`src/rtl/mem_port_arbiter.sv`:
```
// Arbitrates one single-ported memory between instruction fetch and data access (data first).
// Optional access timeout with sticky error flag is enabled by defining ARB_TIMEOUT_EN.
module mem_port_arbiter #(
  parameter int unsigned TIMEOUT = 255
) (
  input  logic        clk,
  input  logic        reset,
  input  logic        IReqF,
  input  logic [31:0] PCF,
  output logic [31:0] InstrF,
  output logic        IReadyF,
  input  logic        DReqM,
  input  logic        MemWriteM,
  input  logic [31:0] ALUOutM,
  input  logic [31:0] WriteDataM,
  output logic [31:0] ReadDataM,
  output logic        DReadyM,
  output logic        MemReq,
  output logic        MemWE,
  output logic [31:0] MemAddr,
  output logic [31:0] MemWData,
  input  logic [31:0] MemRData,
  input  logic        MemAck,
  output logic        MemStall,
  output logic        MemErr
);

  typedef enum logic [1:0] {IDLE, DATA, FETCH} state_t;

  state_t      state_q, state_d;
  logic        mem_req_q, mem_req_d;
  logic        mem_we_q, mem_we_d;
  logic [31:0] mem_addr_q, mem_addr_d;
  logic [31:0] mem_wdata_q, mem_wdata_d;
  logic [31:0] instr_q, instr_d;
  logic [31:0] rdata_q, rdata_d;
  logic        d_done_q, d_done_d;
  logic        i_done_q, i_done_d;
  logic        err_q, err_d;
  logic        d_pend, i_pend;
  logic        timeout_hit;

  assign d_pend   = DReqM & ~d_done_q;
  assign i_pend   = IReqF & ~i_done_q;
  assign MemStall = d_pend | i_pend;

`ifdef ARB_TIMEOUT_EN
  localparam int CNT_W = $clog2(TIMEOUT + 1);
  logic [CNT_W-1:0] cnt_q;

  // Abort on the cycle the count would reach TIMEOUT, so exactly TIMEOUT request cycles are seen.
  assign timeout_hit = mem_req_q & ~MemAck & (cnt_q == CNT_W'(TIMEOUT - 1));

  always_ff @(posedge clk or negedge reset) begin
    if (!reset) begin
      cnt_q <= '0;
    end else if (state_q == IDLE || state_d != state_q) begin
      cnt_q <= '0;
    end else if (mem_req_q && !MemAck) begin
      cnt_q <= cnt_q + CNT_W'(1);
    end
  end
`else
  logic unused_timeout;
  assign unused_timeout = ^TIMEOUT;
  assign timeout_hit    = 1'b0;
`endif

  always_comb begin
    state_d     = state_q;
    mem_we_d    = mem_we_q;
    mem_addr_d  = mem_addr_q;
    mem_wdata_d = mem_wdata_q;
    instr_d     = instr_q;
    rdata_d     = rdata_q;
    d_done_d    = d_done_q;
    i_done_d    = i_done_q;
    err_d       = err_q | timeout_hit;

    // Pipeline advances on this edge; a done flag set below takes precedence.
    if (!MemStall) begin
      d_done_d = 1'b0;
      i_done_d = 1'b0;
    end

    case (state_q)
      IDLE: begin
        if (d_pend) begin
          state_d     = DATA;
          mem_addr_d  = ALUOutM;
          mem_we_d    = MemWriteM;
          mem_wdata_d = WriteDataM;
        end else if (i_pend) begin
          state_d    = FETCH;
          mem_addr_d = PCF;
          mem_we_d   = 1'b0;
        end
      end
      DATA: begin
        if (MemAck || timeout_hit) begin
          if (!mem_we_q) rdata_d = timeout_hit ? 32'h0 : MemRData;
          d_done_d = 1'b1;
          if (i_pend) begin
            state_d    = FETCH;
            mem_addr_d = PCF;
            mem_we_d   = 1'b0;
          end else begin
            state_d = IDLE;
          end
        end
      end
      FETCH: begin
        if (MemAck || timeout_hit) begin
          instr_d  = timeout_hit ? 32'h0 : MemRData;
          i_done_d = 1'b1;
          state_d  = IDLE;
        end
      end
      default: state_d = IDLE;
    endcase

    mem_req_d = (state_d != IDLE);
  end

  always_ff @(posedge clk or negedge reset) begin
    if (!reset) begin
      state_q     <= IDLE;
      mem_req_q   <= 1'b0;
      mem_we_q    <= 1'b0;
      mem_addr_q  <= 32'h0;
      mem_wdata_q <= 32'h0;
      instr_q     <= 32'h0;
      rdata_q     <= 32'h0;
      d_done_q    <= 1'b0;
      i_done_q    <= 1'b0;
      err_q       <= 1'b0;
    end else begin
      state_q     <= state_d;
      mem_req_q   <= mem_req_d;
      mem_we_q    <= mem_we_d;
      mem_addr_q  <= mem_addr_d;
      mem_wdata_q <= mem_wdata_d;
      instr_q     <= instr_d;
      rdata_q     <= rdata_d;
      d_done_q    <= d_done_d;
      i_done_q    <= i_done_d;
      err_q       <= err_d;
    end
  end

  assign MemReq    = mem_req_q;
  assign MemWE     = mem_we_q;
  assign MemAddr   = mem_addr_q;
  assign MemWData  = mem_wdata_q;
  assign InstrF    = instr_q;
  assign ReadDataM = rdata_q;
  assign DReadyM   = d_done_q;
  assign IReadyF   = i_done_q;
  assign MemErr    = err_q;

endmodule

```
`config.mk`:
```
export PLATFORM = sky130hd
export DESIGN_NAME = mem_port_arbiter
export DESIGN_NICKNAME = d
export VERILOG_FILES = /design/src/rtl/mem_port_arbiter.sv
export SDC_FILE = /design/constraint.sdc
export NUM_CORES = 1
export LEC_CHECK = 0
export CAP_MARGIN = 15
export CORE_MARGIN = 2
export CORE_UTILIZATION = 44
export DETAILED_ROUTE_END_ITERATION = 12
export PLACE_DENSITY_LB_ADDON = 0.15
export SLEW_MARGIN = 20
export SYNTH_ARGS = -nofsm -noshare
export SYNTH_HDL_FRONTEND = slang
export SYNTH_SLANG_ARGS = --single-unit
```
`constraint.sdc`:
```
create_clock -name clk -period 4.9 [get_ports clk]
set_clock_uncertainty 0.2 [all_clocks]
set_input_delay 0.98 -clock clk [delete_from_list [all_inputs] [get_ports clk]]
set_output_delay 0.98 -clock clk [all_outputs]
set_load 0.01 [all_outputs]
```
==> After elaboration in Yosys (flattened, before gate mapping) <==
Cells that the tools add are included.
{ "word_totals": {"wordCells": 45, "ff_bits": 134, "inputBits": 134} }
{ "op_classes": {"bitwise": 6, "n_reduce_logical": 7, "n_eq_ne": 3, "n_mux": 20} }
{ "ops": {"columns": ["cell", "n"], "rows": [
  ["$mux 32", 3],
  ["$pmux 32 s2", 1],
  ["$mux 2", 5],
  ["$mux 1", 9],
  ["$pmux 2 s3", 1],
  ["$reduce_and 2->1", 3],
  ["$reduce_bool 2->1", 2],
  ["$not 1->1", 3],
  ["$reduce_and 3->1", 1],
  ["$and 1x1->1", 2],
  ["$eq 2x1->1 const B", 1],
  ["$eq 2x2->1 const B", 1],
  ["$logic_not 2->1", 1],
  ["$ne 2x2->1 const B", 1],
  ["$pmux 1 s2", 1],
  ["$or 1x1->1", 1]
]} }

==> Longest topological paths before layout <==
{ "logic_depth": {"depth_word": 6, "mapped_depth": 6, "depth_no_buf": 4} }

==> Worst setup path before layout <==
OpenSTA, ideal clock, no wires.
{ "synth_path": {"path_type": "input -> register", "start": "in DReqM", "end": "reg mem_addr_q[12] (netlist: MemAddr[12])", "stages": 5, "n_path_buf": 1, "t_arrival_ns": 2.072, "setup_time_ns": 0.125, "required_time_ns": 4.575, "setup_slack_ns": 2.503, "path_cell_list": "nand2b_2 a21oi_4 buf_2 mux2_2 mux2_2"} }
{ "synth_between": {"elab_chain_len": 3} }
{ "synth_lines": {"columns": ["item", "line_no", "source"], "rows": [
  ["start: declaration", "12", "input logic DReqM,"],
  ["$and 1x1->1", "43", "assign d_pend = DReqM & ~d_done_q;"],
  ["$mux 32", "88", "if (d_pend) begin"],
  ["$pmux 32 s2", "86", "case (state_q)"],
  ["end signal: assignment", "141", "mem_addr_q <= mem_addr_d;"],
  ["end: declaration", "33", "logic [31:0] mem_addr_q, mem_addr_d;"]
]} }
Every way passes these cells.
A chain may end at the register's enable or synchronous reset.

==> Final worst setup path <==
{ "layout_path": {"start": "in DReqM", "end": "out MemStall"} }
{ "layout_between": {"elab_chain_len": 2} }
{ "layout_lines": {"columns": ["item", "line_no", "source"], "rows": [
  ["$and 1x1->1", "43", null],
  ["$or 1x1->1", "45", "assign MemStall = d_pend | i_pend;"],
  ["end: declaration", "24", "output logic MemStall,"]
]} }
Every way passes these cells.

==> results.md <==
- Input and output buffers added on the ports amount to 266.
- The number of diodes is 0.
- The worst hold path terminates at ReadDataM[26]$_DFFE_PN0P_.
- Dividing the detail-routed wire length by the instance count gives 17.6 um.
- The detailed placement HPWL is 10,300 um.
- The run finished with clean final reports.
- For the worst setup path, the data required time is 3.72 ns.
- In the synthesized netlist, the number of instances is 342.
- The number of flops mapped to enable cells by yosys is 0.
- The worst voltage drop across the vdd grid is 0.386 mV.
- The number of global-route vias before repair is 4,186.
- The clock sink count is 134.
- For this design, the CTS-stage hold fixing added 0 buffers.
- The final worst hold slack is 0.288 ns.
- The final route contains 3,800 vias.
- The die is 117 um tall.
- The met1 track demand over resource is 0.226.
- Counting every net in the synthesized netlist gives 476.
- The netlist uses 27 different library cells.
- For this run, global-route usage on met2 was measured as 0.364.
- Clock tree synthesis selected as its root buffer the cell sky130_fd_sc_hd__clkbuf_16.
- The total routing usage reported by global routing is 0.208.
- The analysis attributes to cell leakage a power of 3.79 nW.
- The Yosys step of the flow raised 0 warnings.
- The count of buffers added by post-CTS timing repair for setup is 0.
- In this run the horizontal extent of the chip is 117 um.
- Subtracting the final worst setup slack from the clock period gives 3.43 ns.
- Of the cells placed in the final design, the portion with a size suffix greater than 1 is 0.310.
- After detailed placement, the total cell area comes to 8350 um2.
- The share of synthesized flip-flops with an asynchronous set or reset is 1.00.
- In this run the count of I/O pins placed on the die edge is 268.
- Setup repair after global routing left no endpoint under its margin.
- The transition time of the tightest slew-check pin is 1.10 ns.
- The initialized floorplan defines 41 standard-cell rows.
- The number of storage elements in the synthesis netlist is 134.
- The final wirelength is 14,100 um.
- At the end of the flow, the number of nets in the layout was 746.
- The beginning of the worst hold path is ReadDataM[26]$_DFFE_PN0P_.
- The most frequent cell after synthesis is sky130_fd_sc_hd__dfrtp_1.
- The share of the Yosys chip area taken by registers is 0.601.
- Across the run, the number of max-cap violations was 0.
- The H-tree was split into 4 levels.
- The netlist area before placement is 5580 um2.
- The filler-free cell count of the finished design is 797.
- For this block, the initial DRC count from the detailed router was 109.
- The global routing stage identified its most utilized layer as met2.
- Buffers inserted during clock tree synthesis total 17.
- The first TritonRoute pass finished after 4 iterations.
- The number of placed instances with taps included is 765.
- The cell area after layout is 8980 um2.
- Across all register-to-register paths, the minimum setup slack is 2.33 ns.
- The post-CTS clock slew at the launch and capture registers of the worst setup and hold paths is 0.06 ns.
- Entering global routing, the biggest net connects 77 pins.
- The worst slack at placement is 1.36 ns.
- The post-cts sizing count is 0.
- Setup slack on the critical path of the routed design comes to 1.47 ns.
- After detailed routing, the number of remaining DRC violations is 0.
- Power spread over the standard cell area amounts to 688 nW/um2.
- The post-detailed-route count of antenna-violating nets is 0.
- After floorplanning, the core was sized to cover 12,500 um2.
- No sink is reached through more buffers than the 2 on the longest clock path.
- The endpoint of the lowest-slack register-to-register path is MemAddr[27]$_DFFE_PN0P_.
- The area share of the largest cell type after synthesis is 0.601.
- The tightest slew margin relative to the limit is 0.266.
- Ranked by total cell area, the synthesized netlist is headed by sky130_fd_sc_hd__dfrtp_1 (60%), sky130_fd_sc_hd__mux2_2 (25%), sky130_fd_sc_hd__mux2_4 (7.8%).
- Summed over all instances, the cell type with the most area after synthesis is sky130_fd_sc_hd__dfrtp_1.
- The final hold violation count came to 0.
- The setup path with the least slack is of type input pin to primary output.
- The met3 global-route usage is 0.0851.
- Based on the critical path, the design can be clocked at up to 0.292 GHz.
- The worst hold path belongs to the class flip-flop to flip-flop.
- The worst setup path is captured at a primary output.
- The average instance in the mapped netlist occupies 16.3 um2.
- For this run, the leading register cell type out of synthesis is sky130_fd_sc_hd__dfrtp_1.
- The initial antenna violation count is 0.
- In the routed layout, each cell is associated on average with a via count of 4.77.
- The startpoint of the worst register-to-register path is state_q[1]$_DFF_PN0_.
- The later pin in the worst-skew pair is clocked with a latency of 0.41 ns.
- The layout overhead on the synthesized area is 60.9%.
- The full die area is 13,600 um2.
- The endpoint arrival time on the critical path is 2.25 ns.
- Of the available clock period, the critical path in the final layout requires 0.699.
- Measured on the finished design, the core utilization comes to 0.717.
- By count the netlist is led by sky130_fd_sc_hd__dfrtp_1 (134), sky130_fd_sc_hd__mux2_2 (125), sky130_fd_sc_hd__mux2_4 (29).
- Routability-driven placement finished with a final weighted congestion of 0.801.
- The number of cells on the worst reg-to-reg path is 5.
- The clock tree from TritonCTS is done.
- The instance count along the most critical hold path is 1.
- The final max-slew violation count is 0.
- Overall power consumption after layout is estimated at 6.17 mW.
- The leftover overflow at the end of global routing is 0.
- Setup violations remaining at the end of the flow were counted as 0.
- STA classifies the critical path startpoint as an input pin.
- The first global-routing pass estimated 21,400 um of wire.
- The maximum net fanout on the critical path is 4.
- The starting density of the core is 0.446.
- Adding up every negative setup slack in the final design gives 0 ns.
[power by group]
group	switching [mW]	leakage (nW)	internal [mW]
Combinational	1.03	1.91	1.82
Sequential	0.325	1.59	1.69
Clock	0.448	0.297	0.870
[layer usage]
| layer | routed length, um | vias to the layer above |
|---|---|---|
| met3 | 1300 | 15 |
| met5 | 0 | - |
| met4 | 226 | 0 |
| met1 | 5150 | 1875 |
| li1 | - | 1751 |
| met2 | 7400 | 159 |
[cell type report]
class                      instances  area [um2]
clock inverter                     6         114
timing repair buffer             270        2690
multi-input combinational        187        2090
fill                             925        3540
inverter                           2        7.51
sequential                       134        3350
clock buffer                      26         509
tap                              172         215
[sequential cells by signal, indices dropped and copies added, names as in the netlist]
register	count
MemWData	32
ReadDataM	32
MemWE	1
MemReq	1
DReadyM	1
state_q	2
InstrF	32
MemAddr	32
IReadyF	1
[logic make-up (layout without fill, tap and decap cells)]
group	after synthesis	in the layout	synth area share
AOI/OAI and AO/OA	9	9	0.0123
buffers and inverters	21	304	0.0271
DFF	134	134	0.601
muxes	160	160	0.342
other	1	1	0.000672
and+or+nand+nor	17	17	0.0164
[worst max path at each step]
| stage | startpoint | end | slack [ns] | depth (start not counted) |
|---|---|---|---|---|
| after global routing | DReqM | MemStall | 1.41 | 4 |
| after floorplan | DReqM | MemAddr[12]$_DFFE_PN0P_ | 2.50 | 5 |
| after detailed placement | DReqM | MemAddr[24]$_DFFE_PN0P_ | 1.36 | 6 |
| final | DReqM | MemStall | 1.47 | 4 |
| after CTS | DReqM | MemStall | 1.46 | 4 |
| after global placement | DReqM | MemAddr[27]$_DFFE_PN0P_ | 1.41 | 6 |
[critical path, stage by stage]
cell	delay [ns]
sky130_fd_sc_hd__clkdlybuf4s50_1	0.49
sky130_fd_sc_hd__nand2b_2	0.12
sky130_fd_sc_hd__nand2_1	0.10
sky130_fd_sc_hd__clkdlybuf4s50_1	0.55
[placed cells by master, fill, tap and decap left out]
| master | synthesis | final |
|---|---|---|
| sky130_fd_sc_hd__a22o_1 | 1 | 1 |
| sky130_fd_sc_hd__mux2_1 | 6 | 6 |
| sky130_fd_sc_hd__o21ai_2 | 1 | 1 |
| sky130_fd_sc_hd__clkdlybuf4s50_1 | 0 | 265 |
| sky130_fd_sc_hd__clkinvlp_4 | 0 | 2 |
| sky130_fd_sc_hd__nor2_4 | 0 | 1 |
| sky130_fd_sc_hd__a221oi_1 | 1 | 1 |
| sky130_fd_sc_hd__mux2_4 | 29 | 29 |
| sky130_fd_sc_hd__inv_2 | 1 | 1 |
| sky130_fd_sc_hd__nand2_1 | 5 | 5 |
| sky130_fd_sc_hd__nor2_1 | 2 | 2 |
| sky130_fd_sc_hd__clkbuf_1 | 0 | 4 |
| sky130_fd_sc_hd__clkinv_4 | 0 | 1 |
| sky130_fd_sc_hd__or3_2 | 0 | 1 |
| sky130_fd_sc_hd__o22ai_1 | 1 | 1 |
| sky130_fd_sc_hd__mux2_2 | 125 | 125 |
| sky130_fd_sc_hd__clkbuf_8 | 0 | 5 |
| sky130_fd_sc_hd__conb_1 | 1 | 1 |
| sky130_fd_sc_hd__clkbuf_16 | 0 | 17 |
| sky130_fd_sc_hd__nand2b_1 | 1 | 1 |
| sky130_fd_sc_hd__bufinv_16 | 0 | 3 |
| sky130_fd_sc_hd__a21oi_4 | 1 | 1 |
| sky130_fd_sc_hd__buf_4 | 7 | 5 |
| sky130_fd_sc_hd__dfrtp_1 | 134 | 134 |
| sky130_fd_sc_hd__nor3_1 | 2 | 2 |
| sky130_fd_sc_hd__a21oi_1 | 3 | 3 |
| sky130_fd_sc_hd__o21ai_0 | 1 | 1 |
| sky130_fd_sc_hd__nand3_1 | 1 | 1 |
| sky130_fd_sc_hd__nor3_4 | 0 | 1 |
| sky130_fd_sc_hd__nor2b_1 | 2 | 2 |
| sky130_fd_sc_hd__nand2b_2 | 1 | 1 |
| sky130_fd_sc_hd__inv_1 | 1 | 1 |
Power figures use the tool's default switching activity.
